==> src/rtl/axis_mii_rx_pkg.sv <==
`default_nettype none
// ============================================================================
//  Module      : axis_mii_rx_pkg
//  Description : Ethernet framing and CRC constants shared by the MII TX and
//                RX MACs, plus the RX MAC state encoding.
//  Revision    : 1.0 - initial release
// ============================================================================
package axis_mii_rx_pkg;

    // Ethernet CRC-32: reflected Galois form, all-ones preset, fixed residue
    localparam logic [31:0] CRC_INIT    = 32'hffff_ffff;
    localparam logic [31:0] CRC_POLY    = 32'h04c1_1db7;
    localparam logic [31:0] CRC_RESIDUE = 32'hdebb_20e3;

    // Preamble and start-of-frame delimiter bytes (sent low nibble first)
    localparam logic [7:0]  DATA_PREAMBLE = 8'h55;
    localparam logic [7:0]  DATA_SFD      = 8'hd5;

    // Frame length limits, destination address through FCS inclusive
    localparam int ETH_MIN_FRAME_BYTES = 64;
    localparam int ETH_MAX_FRAME_BYTES = 1518;
    localparam int FCS_BYTES           = 4;

    // Receive byte counter width (saturating)
    localparam int RX_CNT_W = 11;

    typedef enum logic [1:0] {
        ST_IDLE     = 2'd0,
        ST_PREAMBLE = 2'd1,
        ST_DATA     = 2'd2,
        ST_DROP     = 2'd3
    } rx_state_t;

endpackage : axis_mii_rx_pkg
`default_nettype wire

==> src/rtl/lfsr.sv <==
`default_nettype none
// ============================================================================
//  Module      : lfsr
//  Description : Combinational Galois LFSR / CRC step. Advances state_in by
//                DATA_WIDTH input bits in one cycle. REVERSE selects the
//                LSB-first (reflected) form used by Ethernet.
//  Revision    : 1.0 - initial release
// ============================================================================
module lfsr #(
    parameter int                    LFSR_WIDTH = 32,
    parameter logic [LFSR_WIDTH-1:0] LFSR_POLY  = 32'h04c1_1db7,
    parameter bit                    REVERSE    = 1'b1,
    parameter int                    DATA_WIDTH = 8
) (
    input  logic [DATA_WIDTH-1:0] data_in,
    input  logic [LFSR_WIDTH-1:0] state_in,
    output logic [LFSR_WIDTH-1:0] state_out
);

    function automatic logic [LFSR_WIDTH-1:0] bit_rev(input logic [LFSR_WIDTH-1:0] v);
        logic [LFSR_WIDTH-1:0] r;
        r = '0;
        for (int i = 0; i < LFSR_WIDTH; i++) begin
            r[i] = v[LFSR_WIDTH-1-i];
        end
        return r;
    endfunction

    // Reflected form shifts right, so the taps are mirrored
    localparam logic [LFSR_WIDTH-1:0] c_POLY_REV = bit_rev(LFSR_POLY);

    logic [LFSR_WIDTH-1:0] w_state;
    logic                  w_fb;

    // Unrolled bit-serial Galois update over the whole input word
    always_comb begin
        w_state = state_in;
        w_fb    = 1'b0;
        for (int i = 0; i < DATA_WIDTH; i++) begin
            if (REVERSE) begin
                w_fb    = w_state[0] ^ data_in[i];
                w_state = w_state >> 1;
                if (w_fb) begin
                    w_state = w_state ^ c_POLY_REV;
                end
            end else begin
                w_fb    = w_state[LFSR_WIDTH-1] ^ data_in[DATA_WIDTH-1-i];
                w_state = w_state << 1;
                if (w_fb) begin
                    w_state = w_state ^ LFSR_POLY;
                end
            end
        end
        state_out = w_state;
    end

endmodule : lfsr
`default_nettype wire

==> src/rtl/axis_mii_rx.sv <==
`default_nettype none
// ============================================================================
//  Module      : axis_mii_rx
//  Description : 100M MII receive MAC. Finds preamble/SFD, assembles bytes,
//                checks FCS/length/alignment and streams frame data out on an
//                AXI-stream style port (no backpressure) with per-frame
//                status pulses.
//  Options     : AXIS_MII_RX_KEEP_FCS_EN - when defined the four FCS bytes
//                are passed through as data instead of being stripped.
//  Revision    : 1.0 - initial release
// ============================================================================
module axis_mii_rx
    import axis_mii_rx_pkg::*;
#(
    parameter int MAX_FRAME_BYTES = ETH_MAX_FRAME_BYTES,
    parameter int MIN_FRAME_BYTES = ETH_MIN_FRAME_BYTES
) (
    input  logic       clk,
    input  logic       rst,
    input  logic       mii_rx_ce,
    input  logic       mii_rx_dv,
    input  logic       mii_rx_er,
    input  logic [3:0] mii_rxd,
    output logic [7:0] axis_data,
    output logic       axis_valid,
    output logic       axis_last,
    output logic       axis_err,
    output logic       frame_ok,
    output logic       fcs_error,
    output logic       frame_error,
    output logic       too_long
);

    // Bytes held back so that the FCS never reaches the stream
`ifdef AXIS_MII_RX_KEEP_FCS_EN
    localparam int c_DLY_BYTES = 0;
`else
    localparam int c_DLY_BYTES = FCS_BYTES;
`endif

    localparam logic [RX_CNT_W-1:0] c_PEND_CNT = RX_CNT_W'(c_DLY_BYTES + 1);
    localparam logic [RX_CNT_W-1:0] c_OVF_CNT  = RX_CNT_W'(MAX_FRAME_BYTES + 1);
    localparam logic [RX_CNT_W-1:0] c_MIN_CNT  = RX_CNT_W'(MIN_FRAME_BYTES);

    rx_state_t             r_state;
    rx_state_t             w_state_nxt;

    logic [3:0]            r_lo;
    logic                  r_phase;
    logic [RX_CNT_W-1:0]   r_cnt;
    logic                  r_err;
    logic [31:0]           r_crc;
    logic [7:0]            r_pend;

    logic [7:0]            w_byte;
    logic [7:0]            w_disp;
    logic [31:0]           w_crc_nxt;
    logic [RX_CNT_W-1:0]   w_cnt_inc;
    logic                  w_pend_vld;
    logic                  w_fcs_bad;
    logic                  w_frame_bad;

    logic                  w_start;
    logic                  w_nib;
    logic                  w_byte_done;
    logic                  w_beat;
    logic                  w_last;
    logic                  w_beat_err;
    logic                  w_ok;
    logic                  w_fcs_err;
    logic                  w_frm_err;
    logic                  w_long;

    logic [7:0]            r_axis_data;
    logic                  r_axis_valid;
    logic                  r_axis_last;
    logic                  r_axis_err;
    logic                  r_frame_ok;
    logic                  r_fcs_error;
    logic                  r_frame_error;
    logic                  r_too_long;

    // High nibble arrives second and completes the byte
    assign w_byte      = {mii_rxd, r_lo};
    assign w_cnt_inc   = (r_cnt == {RX_CNT_W{1'b1}}) ? r_cnt : r_cnt + 1'b1;
    // The pending register only holds frame data once the delay line is full
    assign w_pend_vld  = (r_cnt >= c_PEND_CNT);
    assign w_fcs_bad   = (r_crc != CRC_RESIDUE);
    assign w_frame_bad = r_err | r_phase | (r_cnt < c_MIN_CNT);

    lfsr #(
        .LFSR_WIDTH (32),
        .LFSR_POLY  (CRC_POLY),
        .REVERSE    (1'b1),
        .DATA_WIDTH (8)
    ) u_crc (
        .data_in   (w_byte),
        .state_in  (r_crc),
        .state_out (w_crc_nxt)
    );

    generate
        if (c_DLY_BYTES > 0) begin : g_fcs_strip
            logic [7:0] r_dly [c_DLY_BYTES];

            // FCS delay line: each completed byte shifts in, oldest falls out to pending
            always_ff @(posedge clk or posedge rst) begin
                if (rst) begin
                    for (int i = 0; i < c_DLY_BYTES; i++) begin
                        r_dly[i] <= 8'h00;
                    end
                end else if (w_byte_done) begin
                    r_dly[0] <= w_byte;
                    for (int i = 1; i < c_DLY_BYTES; i++) begin
                        r_dly[i] <= r_dly[i-1];
                    end
                end
            end

            assign w_disp = r_dly[c_DLY_BYTES-1];
        end else begin : g_fcs_keep
            assign w_disp = w_byte;
        end
    endgenerate

    // State register; reset lands in DROP so a frame in flight is ignored
    always_ff @(posedge clk or posedge rst) begin
        if (rst) begin
            r_state <= ST_DROP;
        end else begin
            r_state <= w_state_nxt;
        end
    end

    // Next-state, datapath strobes and beat/status decode
    always_comb begin
        w_state_nxt = r_state;
        w_start     = 1'b0;
        w_nib       = 1'b0;
        w_byte_done = 1'b0;
        w_beat      = 1'b0;
        w_last      = 1'b0;
        w_beat_err  = 1'b0;
        w_ok        = 1'b0;
        w_fcs_err   = 1'b0;
        w_frm_err   = 1'b0;
        w_long      = 1'b0;

        case (r_state)
            ST_IDLE: begin
                if (mii_rx_ce && mii_rx_dv) begin
                    if (mii_rxd == DATA_PREAMBLE[3:0]) begin
                        w_state_nxt = ST_PREAMBLE;
                    end else begin
                        w_state_nxt = ST_DROP;
                        w_frm_err   = 1'b1;
                    end
                end
            end

            ST_PREAMBLE: begin
                if (mii_rx_ce) begin
                    if (!mii_rx_dv) begin
                        // Carrier lost inside the preamble: silently back to idle
                        w_state_nxt = ST_IDLE;
                    end else if (mii_rxd == DATA_SFD[7:4]) begin
                        w_state_nxt = ST_DATA;
                        w_start     = 1'b1;
                    end else if (mii_rxd != DATA_PREAMBLE[3:0]) begin
                        w_state_nxt = ST_DROP;
                        w_frm_err   = 1'b1;
                    end
                end
            end

            ST_DATA: begin
                if (mii_rx_ce) begin
                    if (mii_rx_dv) begin
                        w_nib = 1'b1;
                        if (r_phase) begin
                            w_byte_done = 1'b1;
                            w_beat      = w_pend_vld;
                            if (w_cnt_inc == c_OVF_CNT) begin
                                // Oversize wins over any later end-of-frame evaluation
                                w_last      = w_pend_vld;
                                w_beat_err  = w_pend_vld;
                                w_long      = 1'b1;
                                w_frm_err   = 1'b1;
                                w_state_nxt = ST_DROP;
                            end
                        end
                    end else begin
                        // End of frame: flush pending as the last beat with verdict
                        w_state_nxt = ST_IDLE;
                        if (w_pend_vld) begin
                            w_beat     = 1'b1;
                            w_last     = 1'b1;
                            w_beat_err = w_frame_bad | w_fcs_bad;
                        end
                        if (w_frame_bad || !w_pend_vld) begin
                            w_frm_err = 1'b1;
                        end else if (w_fcs_bad) begin
                            w_fcs_err = 1'b1;
                        end else begin
                            w_ok = 1'b1;
                        end
                    end
                end
            end

            ST_DROP: begin
                if (mii_rx_ce && !mii_rx_dv) begin
                    w_state_nxt = ST_IDLE;
                end
            end

            default: begin
                w_state_nxt = ST_DROP;
            end
        endcase
    end

    // Nibble assembly, CRC, byte count, sticky error and pending byte
    always_ff @(posedge clk or posedge rst) begin
        if (rst) begin
            r_lo    <= 4'h0;
            r_phase <= 1'b0;
            r_cnt   <= '0;
            r_err   <= 1'b0;
            r_crc   <= CRC_INIT;
            r_pend  <= 8'h00;
        end else if (w_start) begin
            r_phase <= 1'b0;
            r_cnt   <= '0;
            r_err   <= 1'b0;
            r_crc   <= CRC_INIT;
        end else if (w_nib) begin
            if (mii_rx_er) begin
                r_err <= 1'b1;
            end
            if (!r_phase) begin
                r_lo    <= mii_rxd;
                r_phase <= 1'b1;
            end else begin
                r_phase <= 1'b0;
                r_crc   <= w_crc_nxt;
                r_cnt   <= w_cnt_inc;
                r_pend  <= w_disp;
            end
        end
    end

    // Registered stream beat and single-cycle status pulses
    always_ff @(posedge clk or posedge rst) begin
        if (rst) begin
            r_axis_data   <= 8'h00;
            r_axis_valid  <= 1'b0;
            r_axis_last   <= 1'b0;
            r_axis_err    <= 1'b0;
            r_frame_ok    <= 1'b0;
            r_fcs_error   <= 1'b0;
            r_frame_error <= 1'b0;
            r_too_long    <= 1'b0;
        end else begin
            if (w_beat) begin
                r_axis_data <= r_pend;
            end
            r_axis_valid  <= w_beat;
            r_axis_last   <= w_beat & w_last;
            r_axis_err    <= w_beat & w_last & w_beat_err;
            r_frame_ok    <= w_ok;
            r_fcs_error   <= w_fcs_err;
            r_frame_error <= w_frm_err;
            r_too_long    <= w_long;
        end
    end

    assign axis_data   = r_axis_data;
    assign axis_valid  = r_axis_valid;
    assign axis_last   = r_axis_last;
    assign axis_err    = r_axis_err;
    assign frame_ok    = r_frame_ok;
    assign fcs_error   = r_fcs_error;
    assign frame_error = r_frame_error;
    assign too_long    = r_too_long;

endmodule : axis_mii_rx
`default_nettype wire

==> config.mk <==
export PLATFORM = sky130hd
export DESIGN_NAME = axis_mii_rx
export DESIGN_NICKNAME = d
export VERILOG_FILES = /design/src/rtl/axis_mii_rx_pkg.sv /design/src/rtl/lfsr.sv /design/src/rtl/axis_mii_rx.sv
export SDC_FILE = /design/constraint.sdc
export NUM_CORES = 1
export LEC_CHECK = 0
export BUFFER_PORTS_ARGS = -buffer_cell sky130_fd_sc_hd__buf_4
export CAP_MARGIN = 10
export CORE_MARGIN = 5
export CORE_UTILIZATION = 30
export CTS_BUF_LIST = sky130_fd_sc_hd__clkbuf_8
export CTS_CLUSTER_DIAMETER = 30
export CTS_CLUSTER_SIZE = 40
export DETAILED_ROUTE_END_ITERATION = 8
export PLACE_DENSITY = 0.5
export SYNTH_ARGS = -nofsm -noshare
export SYNTH_HDL_FRONTEND = slang
export SYNTH_HIERARCHICAL = 1
export SYNTH_SLANG_ARGS = --single-unit
==> constraint.sdc <==
create_clock -name clk -period 5.11 [get_ports clk]
set_input_delay 1.533 -clock clk [delete_from_list [all_inputs] [get_ports clk]]
set_output_delay 1.533 -clock clk [all_outputs]
set_load 0.01 [all_outputs]
==> results.md <==
| Parameter | This run |
|:---|:---|
| Part of the total power dissipated in the clock network | 0.126 |
| Worst-case clock skew | 0.0136 ns |
| Run status | finished, final reports clean |
| Area of the die | 21000 sq um |
| Via count | 3706 |
| Standard cell core area | 17900 sq um |
| Number of clock sinks | 106 |
| Count of boundary I/O pins | 24 |
| Post-synthesis to final-layout area growth | 10.8% |
| Final critical-path setup slack | 2.11 ns |
| Number of unique standard cell types used by synthesis | 54 |
| R2r startpoint | r_state[0] |
| Number of nets produced by synthesis | 576 |
| Area used by multi-input combinational logic | 2600 sq um |
| Detail-routed via count per cell | 4.62 |
| Worst Path Class, Setup | primary input to flip-flop |
| Row Count | 49 |
| Largest fanout on the critical path | 36 |
| DRC violation total after the first TritonRoute iteration | 235 |
| Area taken by flip-flops and latches | 2700 sq um |
| Critical Path Sink Type | flip-flop |
| Startpoint of the lowest-slack hold path | g_fcs_strip.r_dly[31] |
| Most used DFF post-synth | sky130_fd_sc_hd__dfrtp_1 |
| Final routed DRC violation total | 0 |
| Hold bufs inserted after CTS | 0 |
| Skew-Pair Late Insertion Delay | 0.39 ns |
| Pin count of the biggest net entering global routing | 69 |
| Worst min path class | flip-flop to flip-flop |
| Count of fill cells added during filler insertion | 1847 |
| # nets final | 586 |
| Root buffer selected by CTS | sky130_fd_sc_hd__clkbuf_8 |
| Async set or reset register ratio after synthesis | 1.00 |
| Total wirelength of the detailed-routed design | 11.8 mm |
| Final setup violation count | 0 |
| Register-to-Register Setup Slack | 2.61 ns |
| Number of hold violations in the final report | 0 |
| Final weighted congestion of routability-driven global placement | 0.808 |
| Number of antenna diodes | 0 |
| Worst reg2reg path endpoint | r_cnt[3] |
| Average instance area after synthesis | 9.75 sq um |
| Post-Route Setup TNS | 0 ns |
| Critical path arrival | 3.29 ns |
| Total routing resource utilization after global routing | 0.121 |
| End point of the worst hold path | g_fcs_strip.r_dly[23] |
| Worst path required time | 5.40 ns |
| Leakage dissipation | 2.75 nW |
| Post-synth EDFFs | 0 |
| Sequential-to-total area share from yosys stat | 0.494 |
| Number of slew-limit violations in the final report | 0 |
| Switching power total | 1.67 mW |
| Worst slew margin relative to its limit | 0.492 |
| Fin crit share | 0.587 |
| Min Hold Slack | 0.472 ns |
| Postcts setup bufs | 0 |
| Overall die height | 145 microns |
| Antenna violations before repair | 0 |
| Relative contribution of combinational cells to total power | 0.540 |
| Worst-case reg-to-reg path depth | 7 |
| Die Span X | 145 microns |
| Remaining Overflow, GRT | 0 |
| Start point of the critical path | mii_rxd[1] |
| Slew at the pin closest to its max-slew limit | 0.761 ns |
| Detailed placement HPWL | 7.90 mm |
| WL/cell | 14.6 microns |
| Number of max-capacitance violations reported | 0 |
| Cells after synthesis | 559 |
| Switch share | 0.405 |
| Number of cells traversed by the worst hold path | 2 |
| Synth Cell Area | 5450 sq um |
| Worst setup timing slack at the placement stage | 1.66 ns |
| Register share of total power | 0.335 |
| Fraction of final layout cells sized beyond drive strength 1 | 0.202 |
| H-Tree Depth | 3 |
| Final critical delay including setup and external delays | 3.00 ns |
| Achievable Freq | 333 MHz |
| Synthesis warning total | 6 |
| Effective utilization at floorplan | 0.305 |
| Post-synthesis register bit count | 106 |
| IR drop worst, VDD | 0.516 mV |
| Type of origin of the critical path | primary input |
| Register clock-pin slew on the reported worst setup and hold paths | 0.12 ns |
| Areal power density over the cells | 684 nW/um^2 |
| Internal power | 2.46 mW |
| RSZ-0062 raised after global routing | no |
| Vias in the first global route | 3787 |
| Max Buffers Root-to-Sink | 2 |
| IO buf count | 23 |
| Cts repair resizes | 0 |
| DRT Pass-1 Iters | 6 |
| Number of buffers added by the clock tree synthesis step | 9 |
| Routed Antenna Nets | 0 |
| CTS tree | yes |
| Wire length of the first global-routing pass | 20.0 mm |
| Total power | 4.13 mW |
[registers in the layout (all words and copies together), names as in the netlist, 2 cells and up]
signal and count:
r_pend 8, w_disp 8, r_crc 32, axis_data 8
r_cnt 11, r_state 2, r_lo 4, g_fcs_strip.r_dly 24
[synthesized netlist by cell type, types with 4 or more instances]
| cell | count | share of area |
|---|---|---|
| sky130_fd_sc_hd__a31oi_1 | 5 | 0.0057 |
| sky130_fd_sc_hd__xnor2_2 | 6 | 0.018 |
| sky130_fd_sc_hd__nand2_1 | 170 | 0.12 |
| sky130_fd_sc_hd__mux2_1 | 5 | 0.010 |
| sky130_fd_sc_hd__nor4_1 | 4 | 0.0046 |
| sky130_fd_sc_hd__xor2_1 | 12 | 0.019 |
| sky130_fd_sc_hd__inv_1 | 11 | 0.0076 |
| sky130_fd_sc_hd__a211oi_1 | 4 | 0.0055 |
| sky130_fd_sc_hd__buf_2 | 4 | 0.0037 |
| sky130_fd_sc_hd__mux2_2 | 15 | 0.031 |
| sky130_fd_sc_hd__dfstp_2 | 34 | 0.16 |
| sky130_fd_sc_hd__xnor2_1 | 54 | 0.087 |
| sky130_fd_sc_hd__nor3_1 | 5 | 0.0046 |
| sky130_fd_sc_hd__clkbuf_1 | 15 | 0.010 |
| sky130_fd_sc_hd__nand4_1 | 5 | 0.0057 |
| sky130_fd_sc_hd__nand3_1 | 40 | 0.037 |
| sky130_fd_sc_hd__buf_1 | 7 | 0.0048 |
| sky130_fd_sc_hd__ha_1 | 8 | 0.018 |
| sky130_fd_sc_hd__dfrtp_1 | 72 | 0.33 |
| sky130_fd_sc_hd__o21ai_0 | 5 | 0.0046 |
| sky130_fd_sc_hd__a21oi_1 | 11 | 0.010 |
| sky130_fd_sc_hd__nor2_1 | 19 | 0.013 |
[worst max-delay path: stages]
cell and delay [ns]:
sky130_fd_sc_hd__buf_4 0.14, sky130_fd_sc_hd__nand4b_1 0.22, sky130_fd_sc_hd__or2_2 0.63, sky130_fd_sc_hd__nand2_1 0.39
sky130_fd_sc_hd__mux2_2 0.38
[metal layers]
layer,part of all wire,track usage,vias up
met5,0,0,-
met4,0.0083,0.0236,0
met3,0.041,0.0355,5
met2,0.44,0.186,45
met1,0.51,0.171,1793
li1,-,-,1863
[how the worst max path moves through the flow]
stage | depth (start not counted) | endpoint | slack [ns]
2_1_floorplan | 1 | axis_data[0] | 0.84
3_3_place_gp | 5 | r_pend[2] | 1.69
3_5_place_dp | 5 | r_pend[7] | 1.66
4_1_cts | 5 | r_pend[7] | 2.11
5_1_grt | 5 | r_pend[3] | 2.04
6_report | 5 | r_pend[4] | 2.11
[cells by family after synthesis]
group,Yosys count,share of synthesized area
AO/OA/AOI/OAI,39,0.0496
flip-flops,106,0.494
multiplexers,21,0.0431
AND/OR/NAND/NOR,267,0.215
XOR/XNOR,78,0.149
buffers and inverters,40,0.0305
adder cells (fa/ha/maj),8,0.0184
[power by group through the flow]
stage | clock network [mW] | registers [mW] | logic, mW
after floorplan | 0 | 1.32 | 1.92
after global placement | 0 | 1.39 | 2.24
after detailed placement | 0 | 1.40 | 2.22
after CTS | 0.550 | 1.39 | 2.24
after global routing | 0.584 | 1.42 | 2.46
final | 0.520 | 1.38 | 2.23
[area by class of cell]
class	instances	area share
Sequential cell	106	0.446
Multi-Input combinational cell	413	0.431
Tap cell	229	0.0474
Timing Repair Buffer	28	0.0348
Clock buffer	9	0.0205
Clock inverter	7	0.0133
Inverter	11	0.00725
[metrics by stage]
stage	area, sq um	utilization	std cells
after CTS	6030	0.337	802
after detailed placement	5830	0.326	786
final	6040	0.337	803
after global routing	6040	0.337	803
after global placement	5830	0.326	786
after floorplan	5450	-	559
[cell usage in the layout (no fill, tap or decap), types with 2 or more instances in the layout]
| master | n |
|---|---|
| sky130_fd_sc_hd__nand2_1 | 169 |
| sky130_fd_sc_hd__dfrtp_1 | 72 |
| sky130_fd_sc_hd__xnor2_1 | 54 |
| sky130_fd_sc_hd__nand3_1 | 40 |
| sky130_fd_sc_hd__dfstp_2 | 34 |
| sky130_fd_sc_hd__buf_4 | 27 |
| sky130_fd_sc_hd__nor2_1 | 18 |
| sky130_fd_sc_hd__mux2_2 | 15 |
| sky130_fd_sc_hd__xor2_1 | 12 |
| sky130_fd_sc_hd__a21oi_1 | 11 |
| sky130_fd_sc_hd__inv_1 | 10 |
| sky130_fd_sc_hd__clkbuf_8 | 9 |
| sky130_fd_sc_hd__ha_1 | 8 |
| sky130_fd_sc_hd__xnor2_2 | 6 |
| sky130_fd_sc_hd__nand4_1 | 5 |
| sky130_fd_sc_hd__nor3_1 | 5 |
| sky130_fd_sc_hd__o21ai_0 | 5 |
| sky130_fd_sc_hd__a31oi_1 | 5 |
| sky130_fd_sc_hd__mux2_1 | 5 |
| sky130_fd_sc_hd__a211oi_1 | 4 |
| sky130_fd_sc_hd__nor4_1 | 4 |
| sky130_fd_sc_hd__nand4b_1 | 3 |
| sky130_fd_sc_hd__or4_1 | 3 |
| sky130_fd_sc_hd__nand2b_1 | 3 |
| sky130_fd_sc_hd__xnor3_2 | 3 |
| sky130_fd_sc_hd__or2_2 | 2 |
| sky130_fd_sc_hd__and3_1 | 2 |
| sky130_fd_sc_hd__nand2_2 | 2 |
| sky130_fd_sc_hd__o31ai_1 | 2 |
| sky130_fd_sc_hd__o211ai_1 | 2 |
| sky130_fd_sc_hd__nand4bb_1 | 2 |
| sky130_fd_sc_hd__nand3b_1 | 2 |
| sky130_fd_sc_hd__inv_8 | 2 |
| sky130_fd_sc_hd__clkinv_8 | 2 |
Note: power is estimated with default switching activity, not from simulation.
